<file path="config.mk">
export PLATFORM = sky130hd
export DESIGN_NAME = demux_32_stream
export DESIGN_NICKNAME = d
export VERILOG_FILES = /design/src/rtl/demux_32_stream_pkg.sv /design/src/rtl/demux_32_stream_fifo.sv /design/src/rtl/demux_32_stream.sv
export SDC_FILE = /design/constraint.sdc
export NUM_CORES = 1
export LEC_CHECK = 0
export ABC_AREA = 0
export BUFFER_PORTS_ARGS = -buffer_cell sky130_fd_sc_hd__clkbuf_2
export CORE_ASPECT_RATIO = 0.7
export CORE_MARGIN = 5
export CORE_UTILIZATION = 50
export CTS_CLUSTER_SIZE = 20
export DETAILED_ROUTE_END_ITERATION = 10
export PLACE_DENSITY_LB_ADDON = 0.08
export SYNTH_ARGS = -nofsm -noshare
export SYNTH_HDL_FRONTEND = slang
export SYNTH_SLANG_ARGS = --single-unit
</file>
<file path="constraint.sdc">
create_clock -name clk -period 2.95 [get_ports clk]
set_input_delay 0.295 -clock clk [delete_from_list [all_inputs] [get_ports clk]]
set_output_delay 0.295 -clock clk [all_outputs]
set_load 0.1 [all_outputs]
</file>
<file path="src/rtl/demux_32_stream_pkg.sv">
// demux_32_stream_pkg: shared constants for the 1:2 stream demux and its FIFOs.
package demux_32_stream_pkg;

    // Select polarity matches the 2:1 mux: 0 picks the first port.
    localparam logic SEL_OUT1 = 1'b0;
    localparam logic SEL_OUT2 = 1'b1;

    localparam int DEFAULT_WIDTH = 32;
    localparam int DEFAULT_DEPTH = 2;

endpackage

</file>
<file path="src/rtl/demux_32_stream_fifo.sv">
// demux_fifo: single-clock synchronous FIFO with synchronous active-high reset.
// DEPTH must be a power of two and at least 2 so pointers wrap naturally.
module demux_fifo
    import demux_32_stream_pkg::*;
#(
    parameter int WIDTH = DEFAULT_WIDTH,
    parameter int DEPTH = DEFAULT_DEPTH
) (
    input  logic             clk,
    input  logic             rst,
    input  logic             push,
    input  logic [WIDTH-1:0] push_data,
    input  logic             pop,
    output logic [WIDTH-1:0] pop_data,
    output logic             full,
    output logic             empty
);

    localparam int AW = $clog2(DEPTH);
    localparam int CW = $clog2(DEPTH + 1);

    logic [WIDTH-1:0] mem [DEPTH];
    logic [AW-1:0]    wr_ptr;
    logic [AW-1:0]    rd_ptr;
    logic [CW-1:0]    count;
    logic             do_push;
    logic             do_pop;

    assign full     = (count == CW'(DEPTH));
    assign empty    = (count == '0);
    // Guard here too so a stray push/pop can never corrupt pointers.
    assign do_push  = push && !full;
    assign do_pop   = pop && !empty;
    assign pop_data = mem[rd_ptr];

    // Storage: write the tail on push; clear every entry on reset.
    always_ff @(posedge clk) begin
        if (rst) begin
            // NOTE: storage is reset here because the head word is visible on
            // the output and must read 0 after reset; pure buffers skip this.
            for (int i = 0; i < DEPTH; i++) begin
                mem[i] <= '0;
            end
        end else if (do_push) begin
            // NOTE: non-blocking assignments for all state so every register
            // samples pre-edge values regardless of statement order.
            mem[wr_ptr] <= push_data;
        end
    end

    // Pointers and occupancy: head and tail advance independently.
    always_ff @(posedge clk) begin
        if (rst) begin
            wr_ptr <= '0;
            rd_ptr <= '0;
            count  <= '0;
        end else begin
            if (do_push) wr_ptr <= wr_ptr + AW'(1);
            if (do_pop)  rd_ptr <= rd_ptr + AW'(1);
            case ({do_push, do_pop})
                2'b10:   count <= count + CW'(1);
                2'b01:   count <= count - CW'(1);
                default: count <= count;
            endcase
        end
    end

endmodule

</file>
<file path="src/rtl/demux_32_stream.sv">
// demux_32_stream: steers one valid/ready word stream to one of two buffered
// outputs chosen per word by in_sel. Optional macro DEMUX_32_STREAM_COUNT_EN
// adds per-output 32-bit pop counters (out1_count, out2_count).
module demux_32_stream
    import demux_32_stream_pkg::*;
#(
    parameter int WIDTH = DEFAULT_WIDTH,
    parameter int DEPTH = DEFAULT_DEPTH
) (
    input  logic             clk,
    input  logic             rst,
    input  logic [WIDTH-1:0] in_data,
    input  logic             in_sel,
    input  logic             in_valid,
    output logic             in_ready,
`ifdef DEMUX_32_STREAM_COUNT_EN
    output logic [31:0]      out1_count,
    output logic [31:0]      out2_count,
`endif
    output logic [WIDTH-1:0] out1_data,
    output logic             out1_valid,
    input  logic             out1_ready,
    output logic [WIDTH-1:0] out2_data,
    output logic             out2_valid,
    input  logic             out2_ready
);

    logic full1, full2, empty1, empty2;
    logic push1, push2, pop1, pop2;

    // Ready depends only on the selected FIFO, never on in_valid or the
    // consumers: no pass-through into a full FIFO.
    assign in_ready = (in_sel == SEL_OUT2) ? !full2 : !full1;

    // Select decode: route an accepted word to exactly one FIFO.
    always_comb begin
        // NOTE: defaults first so every path assigns both outputs and no
        // latch is inferred.
        push1 = 1'b0;
        push2 = 1'b0;
        if (in_valid && in_ready) begin
            if (in_sel == SEL_OUT2) push2 = 1'b1;
            else                    push1 = 1'b1;
        end
    end

    assign out1_valid = !empty1;
    assign out2_valid = !empty2;
    assign pop1       = out1_valid && out1_ready;
    assign pop2       = out2_valid && out2_ready;

    demux_fifo #(.WIDTH(WIDTH), .DEPTH(DEPTH)) u_fifo1 (
        .clk       (clk),
        .rst       (rst),
        .push      (push1),
        .push_data (in_data),
        .pop       (pop1),
        .pop_data  (out1_data),
        .full      (full1),
        .empty     (empty1)
    );

    demux_fifo #(.WIDTH(WIDTH), .DEPTH(DEPTH)) u_fifo2 (
        .clk       (clk),
        .rst       (rst),
        .push      (push2),
        .push_data (in_data),
        .pop       (pop2),
        .pop_data  (out2_data),
        .full      (full2),
        .empty     (empty2)
    );

`ifdef DEMUX_32_STREAM_COUNT_EN
    // Pop counters: one increment per delivered word, wrapping at 2^32.
    always_ff @(posedge clk) begin
        if (rst) begin
            out1_count <= '0;
            out2_count <= '0;
        end else begin
            if (pop1) out1_count <= out1_count + 32'd1;
            if (pop2) out2_count <= out2_count + 32'd1;
        end
    end
`endif

endmodule

</file>
==> results of run 1 <==
[area by class of cell]
type / instances / area, sq um / area share, %
flip-flops and latches: 138 / 4046 / 55.45
multi-input cells: 234 / 1898 / 26.01
repair buffers: 114 / 595.6 / 8.162
clock buffers: 18 / 429.2 / 5.881
well taps: 157 / 196.4 / 2.692
clock inverters: 14 / 131.4 / 1.800
[layer usage]
| layer | share of wire [%] | global-route usage, % |
|---|---|---|
| met5 | 0 | 0 |
| met4 | 1.5 | 6.925 |
| met3 | 5.6 | 5.144 |
| met2 | 46 | 27.70 |
| met1 | 47 | 23.34 |
[placed cells by master, fill, tap and decap left out, types with 2 or more instances in the layout]
master,instances
clkinvlp_4,5
dfxtp_1,8
nor4b_4,2
bufinv_16,2
dfxtp_2,2
mux2_1,4
o21bai_4,2
edfxtp_1,128
ha_1,2
or3_1,2
nor2b_1,2
xor2_1,2
clkbuf_16,17
a21oi_1,2
or2_2,4
buf_4,10
o21ai_0,2
clkinv_1,4
nor2b_2,2
o21a_1,2
clkbuf_2,104
and2_1,128
nor2_1,6
a21o_1,2
mux2_2,60
clkinv_2,2
xnor2_1,4
[metrics by stage]
step	instance area, sq um	setup slack, ns
6_report	7297	0.5160
5_1_grt	7297	0.4056
4_1_cts	7297	0.4729
3_5_place_dp	6736	0.7616
3_3_place_gp	6736	0.8331
2_1_floorplan	6018	0.08677
[state kept, by name (all words and copies together) (netlist names), named ones only]
name            flops
u_fifo1.count       2
u_fifo1.mem        64
u_fifo1.rd_ptr      1
u_fifo1.wr_ptr      1
u_fifo2.count       2
u_fifo2.mem        64
u_fifo2.rd_ptr      1
u_fifo2.wr_ptr      1
[worst max-delay path, cell delays in order (launching register included)]
cell	delay (ns)
dfxtp_2	0.60
buf_4	0.35
mux2_2	0.38
clkbuf_2	0.37
[how the worst min path moves through the flow]
| stage | slack [ns] | start | endpoint |
|---|---|---|---|
| after floorplan | 0.47 | u_fifo1.count[1]$_SDFFE_PP0P_ | u_fifo1.count[1]$_SDFFE_PP0P_ |
| after global placement | 0.49 | u_fifo2.count[1]$_SDFFE_PP0P_ | u_fifo2.count[1]$_SDFFE_PP0P_ |
| after detailed placement | 0.51 | u_fifo1.rd_ptr$_SDFFE_PP0P_ | flip-flop |
| after CTS | 0.18 | in_data[11] | u_fifo1.mem[1][11]$_SDFFCE_PN0P_ |
| after global routing | 0.19 | in_data[6] | u_fifo2.mem[0][6]$_SDFFCE_PN0P_ |
| final | 0.20 | in_data[27] | u_fifo2.mem[0][27]$_SDFFCE_PN0P_ |
[power by group through the flow]
stage	Combinational (mW)	Clock, mW	Sequential, mW
floorplan	2.54	0	2.42
global placement	2.85	0	2.54
detailed placement	2.86	0	2.55
CTS	2.87	2.05	2.51
global route	2.94	2.12	2.53
finish	2.84	2.01	2.50
[kinds of logic after synthesis]
kind of cell	after synthesis	share of synthesized area (%)
multiplexers	65	12.14
AND/OR/NAND/NOR	151	16.65
XOR/XNOR	6	0.8732
buffers and inverters	21	1.642
adder cells (fa/ha/maj)	2	0.4157
AO/OA/AOI/OAI	10	1.081
flip-flops	138	67.19
==> summary.md, run 1 <==
| Metric | Value |
|---|---|
| Avg WL per Cell | `approximately 18 um` |
| Syn Std Cell Area | `about 6000 sq um` |
| IO Port Bufs | `around 100` |
| Drt pass-1 iters | `4` |
| Final min period | `approximately 2.4 ns` |
| Sw Share | `a little over two fifths` |
| Power per cell area | `a little over 1000 nW/um^2` |
| Post_cts resized | `0` |
| DR vias | `approximately 3.4k` |
| Rows | `33` |
| Final setup fails | `0` |
| Largest fanout on the critical path | `17` |
| Synth cell count leaders | `and2_1 (128), edfxtp_1 (128), mux2_2 (60)` |
| Overflow after GRT | `0` |
| Nets@finish | `approximately 550` |
| Num CTS Buffers | `17` |
| Iteration-0 DRC Markers | `127` |
| Antenna violations before repair | `0` |
| Antenna cells | `0` |
| Synthesis-stage register bit count | `138` |
| Reg2Reg Depth | `4` |
| First-pass GRT wire length | `roughly 19 mm` |
| Top cell type by total area after synthesis | `edfxtp_1` |
| TritonCTS clock tree | `done` |
| Critical Path Sink | `out2_data[31]` |
| Top cell type's share of synthesized area | `a little under two thirds` |
| Slew margin rel. | `41.18%` |
| Die Wd | `about 140 um` |
| Net Switching | `between 3 and 4 mW` |
| Top FF cell, synth | `edfxtp_1` |
| Syn avg cell area | `~15 sq um` |
| P_int | `approximately 4.1 mW` |
| Synth cell types | `27` |
| Max Cap Viol | `0` |
| Logic pwr share | `between 30% and 40%` |
| Area grow syn2layout | `21.25%` |
| Max H-tree Level | `4` |
| Yosys warning total | `0` |
| Clock Tree Buf Depth | `2` |
| Die Y | `just over 100 um` |
| Crit path kind | `flip-flop to output port` |
| Share of cells above drive strength 1 | `slightly above 40%` |
| Sequential area share after synthesis | `between 60% and 70%` |
| Post-DRT Antenna Nets | `0` |
| Initial Utilization | `51.32%` |
| IR drop worst, VDD | `0.0006087 V` |
| Routed vias/inst | `between 5 and 6` |
| R2R Path Start | `u_fifo2.count[0]$_SDFFE_PP0P_` |
| Final worst path period share | `between 80% and 90%` |
| WHS Path Cells | `2` |
| Final wirelength | `between 10 and 15 mm` |
| I/O pin cnt | `about 110` |
| Clk slew on worst S/H paths | `approximately 0.060 ns` |
| Critical path data required time | `around 2.7 ns` |
| Clock skew | `about 0.0050 ns` |
| Fraction of registers with async set or reset after synthesis | `0%` |
| Setup crit start kind | `flip-flop` |
| Post-Syn Nets | `433` |
| Status | `finished, final reports clean` |
| Final Util | `between 60% and 70%` |
| Root Driver | `clkbuf_16` |
| Die area | `14370 sq um` |
| Total power | `about 7.4 mW` |
| Setup Fix Bufs, Post-CTS | `0` |
| Maximum clock frequency | `approximately 410 MHz` |
| Worst setup EP type | `output port` |
| Pin count of the biggest net entering global routing | `34` |
| Worst hold margin | `slightly below 0.2 ns` |
| TNS Setup | `0 ns` |
| GRT Util Overall | `between 10% and 20%` |
| Cells after DPL | `~640` |
| Register share of total power | `34.0%` |
| Post-synth EDFFs | `around 130` |
| Core area | `between 10000 and 15000 sq um` |
| Worst Path Arrival | `approximately 2.1 ns` |
| Post-CTS Hold Buffers | `0` |
| DRC errors left | `0` |
| Non-Filler Instances | `~680` |
| Final HPWL from detailed placement | `7.599 mm` |
| Worst slew pin tran | `0.8822 ns` |
| Worst-Skew Late Latency | `0.41 ns` |
| Clock Sinks | `between 100 and 150` |
| Hold Crit Class | `input port to flip-flop` |
| FF-to-FF End | `u_fifo2.mem[0][31]$_SDFFCE_PN0P_` |
| RSZ-0062 raised after global routing | `no` |
| Fillers | `925` |
| GPL Wtd Cong | `~0.74` |
| Synth top area cells | `edfxtp_1 (64%), and2_1 (13%), mux2_2 (11%)` |
| R2r setup slk | `approximately 0.91 ns` |
| Vias in the first global route | `about 3.5k` |
| Leak | `slightly below 3 nW` |
| Final Hold Viols | `0` |
| Count of pins over their slew limit | `0` |
| Clock power share | `a little over a quarter` |
| Synth Instances | `393` |
(Power assumes the default switching activity.)
==> run 2, diff against run 1 <==
ABC_AREA = 1   (was 0)
CORE_UTILIZATION = 56   (was 50)
clock period = 2.6 ns   (was 2.95 ns; I/O delays follow)
==> summary.md, run 2 <==
| Metric | Value |
|---|---|
| Fraction of registers with async set or reset after synthesis | `0% (unchanged)` |
| Rows | `31 (was 33)` |
| Worst hold margin | `0.2182 ns (was 0.1962 ns)` |
| Top cell type's share of synthesized area | `63.50% (was 63.87%)` |
| Clk slew on worst S/H paths | `0.06 ns (about the same)` |
| Most frequent cell after synthesis | `edfxtp_1` |
| TritonCTS clock tree | `done (unchanged)` |
| TNS Setup | `0 ns (unchanged)` |
| Max Cap Viol | `0 (unchanged)` |
| Reg2Reg Depth | `10 (was 4)` |
| Final Hold Viols | `0 (unchanged)` |
| GPL Wtd Cong | `0.7741 (was 0.7413)` |
| Initial Utilization | `57.80% (was 51.32%)` |
| First-pass GRT wire length | `23.29 mm (was 18.82 mm)` |
| Clock skew | `0.009988 ns (was 0.004987 ns)` |
| Most frequent cells in the layout | `edfxtp_1 (128), nor3_1 (125), clkbuf_2 (104), mux2_2 (60), inv_1 (46) (was and2_1 (128), edfxtp_1 (128), clkbuf_2 (104), mux2_2 (60), clkbuf_16 (17))` |
| Vias in the first global route | `4260 (was 3527)` |
| FF-to-FF End | `u_fifo2.count[1]$_SDFFE_PP0P_ (was u_fifo2.mem[0][31]$_SDFFCE_PN0P_)` |
| RSZ-0062 raised after global routing | `no (unchanged)` |
| Final setup fails | `0 (unchanged)` |
| Drt pass-1 iters | `5 (was 4)` |
| Synthesis-stage register bit count | `138 (unchanged)` |
| Crit path kind | `flip-flop to output port (unchanged)` |
| Top FF cell, synth | `edfxtp_1 (unchanged)` |
| Regs by FF count | `u_fifo1.mem (64), u_fifo2.mem (64) (unchanged)` |
| Worst Path Arrival | `1.96 ns (was 2.14 ns)` |
| DR vias | `4090 (was 3423)` |
| Post-CTS Hold Buffers | `0 (unchanged)` |
| Count of pins over their slew limit | `0 (unchanged)` |
| Sequential area share after synthesis | `66.80% (was 67.19%)` |
| Post_cts resized | `0 (unchanged)` |
| Largest fanout on the critical path | `14 (was 17)` |
| Die Y | `96.99 um (was 101.8 um)` |
| IR drop worst, VDD | `0.0005082 V (was 0.0006087 V)` |
| IO Port Bufs | `104 (unchanged)` |
| Power per cell area | `964.8 nW/um^2 (was 1008 nW/um^2)` |
| Share of cells above drive strength 1 | `37.91% (was 41.51%)` |
| Worst slew pin tran | `0.9094 ns (was 0.8822 ns)` |
| Worst setup EP type | `output port (unchanged)` |
| R2r setup slk | `0.78 ns (was 0.91 ns)` |
| Routed vias/inst | `5.720 (was 5.071)` |
| Synth cell count leaders | `edfxtp_1 (128), nor3_1 (125), mux2_2 (60) (was and2_1 (128), edfxtp_1 (128), mux2_2 (60))` |
| DRC errors left | `0 (unchanged)` |
| Core area | `10470 sq um (was 11730 sq um)` |
| Clock Sinks | `138 (unchanged)` |
| Synth Instances | `468 (was 393)` |
| I/O pin cnt | `105 (unchanged)` |
| Critical Path Sink | `out2_data[20] (was out2_data[31])` |
| Antenna cells | `0 (unchanged)` |
| Post-DRT Antenna Nets | `0 (unchanged)` |
| Slew margin rel. | `39.16% (was 41.18%)` |
| Critical path data required time | `2.34 ns (was 2.65 ns)` |
| Pin count of the biggest net entering global routing | `50 (was 34)` |
| Die Wd | `134.3 um (was 141.1 um)` |
| Antenna violations before repair | `0 (unchanged)` |
| Syn Std Cell Area | `6053 sq um (was 6018 sq um)` |
| Num CTS Buffers | `17 (unchanged)` |
| Avg WL per Cell | `20.03 um (was 17.72 um)` |
| Setup crit start kind | `flip-flop (unchanged)` |
| Final min period | `2.222 ns` |
| Setup Fix Bufs, Post-CTS | `0 (unchanged)` |
| Worst-Skew Late Latency | `0.41 ns (about the same)` |
| Nets@finish | `610 (was 545)` |
| Hold Crit Class | `input port to flip-flop (unchanged)` |
| Iteration-0 DRC Markers | `393 (was 127)` |
| Root Driver | `clkbuf_16 (unchanged)` |
| GRT Util Overall | `22.97% (was 17.61%)` |
| Max H-tree Level | `4 (unchanged)` |
| Final HPWL from detailed placement | `8.800 mm (was 7.599 mm)` |
| Final worst path period share | `a little under nine tenths` |
| Post-Syn Nets | `508 (was 433)` |
| Final wirelength | `14.32 mm (was 11.96 mm)` |
| Clock Tree Buf Depth | `2 (unchanged)` |
| Synth top area cells | `edfxtp_1 (63%), mux2_2 (11%), nor3_1 (10%) (was edfxtp_1 (64%), and2_1 (13%), mux2_2 (11%))` |
| Top cell type by total area after synthesis | `edfxtp_1 (unchanged)` |
| Maximum clock frequency | `around 450 MHz` |
| Die area | `13020 sq um (was 14370 sq um)` |
| Syn avg cell area | `12.93 sq um (was 15.31 sq um)` |
| Yosys warning total | `0 (unchanged)` |
| Overflow after GRT | `0 (unchanged)` |
| Post-synth EDFFs | `128 (unchanged)` |
| Synth cell types | `21 (was 27)` |
| R2R Path Start | `u_fifo2.count[0]$_SDFFE_PP0P_ (unchanged)` |
| Commonest non-fill, non-tap cell in the layout | `edfxtp_1` |
| Area grow syn2layout | `21.46% (was 21.25%)` |
| Status | `finished, final reports clean (unchanged)` |
| Leak | `2.968 nW (was 2.982 nW)` |
[run 2: routing by layer]
metal	GRT usage, %	vias to the layer above	routed length, um
met1	32.53	1982	6206
met2	35.87	194	6702
met4	5.869	0	132
li1	-	1900	-
met5	0	-	0
met3	5.602	14	1278
[run 2: per-stage QoR]
step / power (mW) / cell area [sq um] / util, % / worst slack (ns) / instances
global route: 7.322 / 7352 / 70.20 / 0.3263 / 715
floorplan: 4.317 / 6053 / - / 0.06593 / 468
detailed placement: 4.656 / 6744 / 64.40 / 0.8056 / 683
CTS: 7.126 / 7352 / 70.20 / 0.3738 / 715
global placement: 4.633 / 6744 / 64.40 / 0.8224 / 683
finish: 7.093 / 7352 / 70.20 / 0.3784 / 715
[run 2: worst min path at each step]
stage | slack, ns | end | startpoint | cells after the start
global placement | 0.48 | u_fifo2.rd_ptr$_SDFFE_PP0P_ | u_fifo2.rd_ptr$_SDFFE_PP0P_ | 2
detailed placement | 0.50 | u_fifo1.rd_ptr$_SDFFE_PP0P_ | u_fifo1.rd_ptr$_SDFFE_PP0P_ | 2
global route | 0.26 | u_fifo2.mem[0][27]$_SDFFCE_PN0P_ | in_data[27] | 3
finish | 0.22 | u_fifo1.rd_ptr$_SDFFE_PP0P_ | out1_ready | 4
floorplan | 0.47 | flip-flop | u_fifo2.rd_ptr$_SDFFE_PP0P_ | 2
CTS | 0.21 | u_fifo1.rd_ptr$_SDFFE_PP0P_ | out1_ready | 4
[run 2: where the power goes]
group          switching (mW)  internal, mW  leakage, nW
registers              0.0649          2.60         1.42
logic                    1.59         0.354         1.25
clock network           0.887          1.60        0.295
[run 2: critical path, cell delays in order, from the launching register on]
cell	delay, ns
dfxtp_2	0.49
buf_4	0.30
mux2_2	0.38
clkbuf_2	0.37
[run 2: final cells by class]
| type | count | area (sq um) |
|---|---|---|
| Inverter | 50 | 187.7 |
| Sequential cell | 138 | 4046 |
| Timing Repair Buffer | 117 | 668.1 |
| Clock buffer | 19 | 432.9 |
| Tap cell | 132 | 165.2 |
| Multi-Input combinational cell | 246 | 1677 |
| Clock inverter | 13 | 175.2 |
| Fill cell | 764 | 3120 |
[run 2: logic make-up after synthesis]
group,Yosys count,share of synthesized area [%]
compound gates,11,0.9302
mux,64,11.91
flops,138,66.80
buf+inv,84,5.953
fa+ha+maj,2,0.4133
simple gates,169,13.99
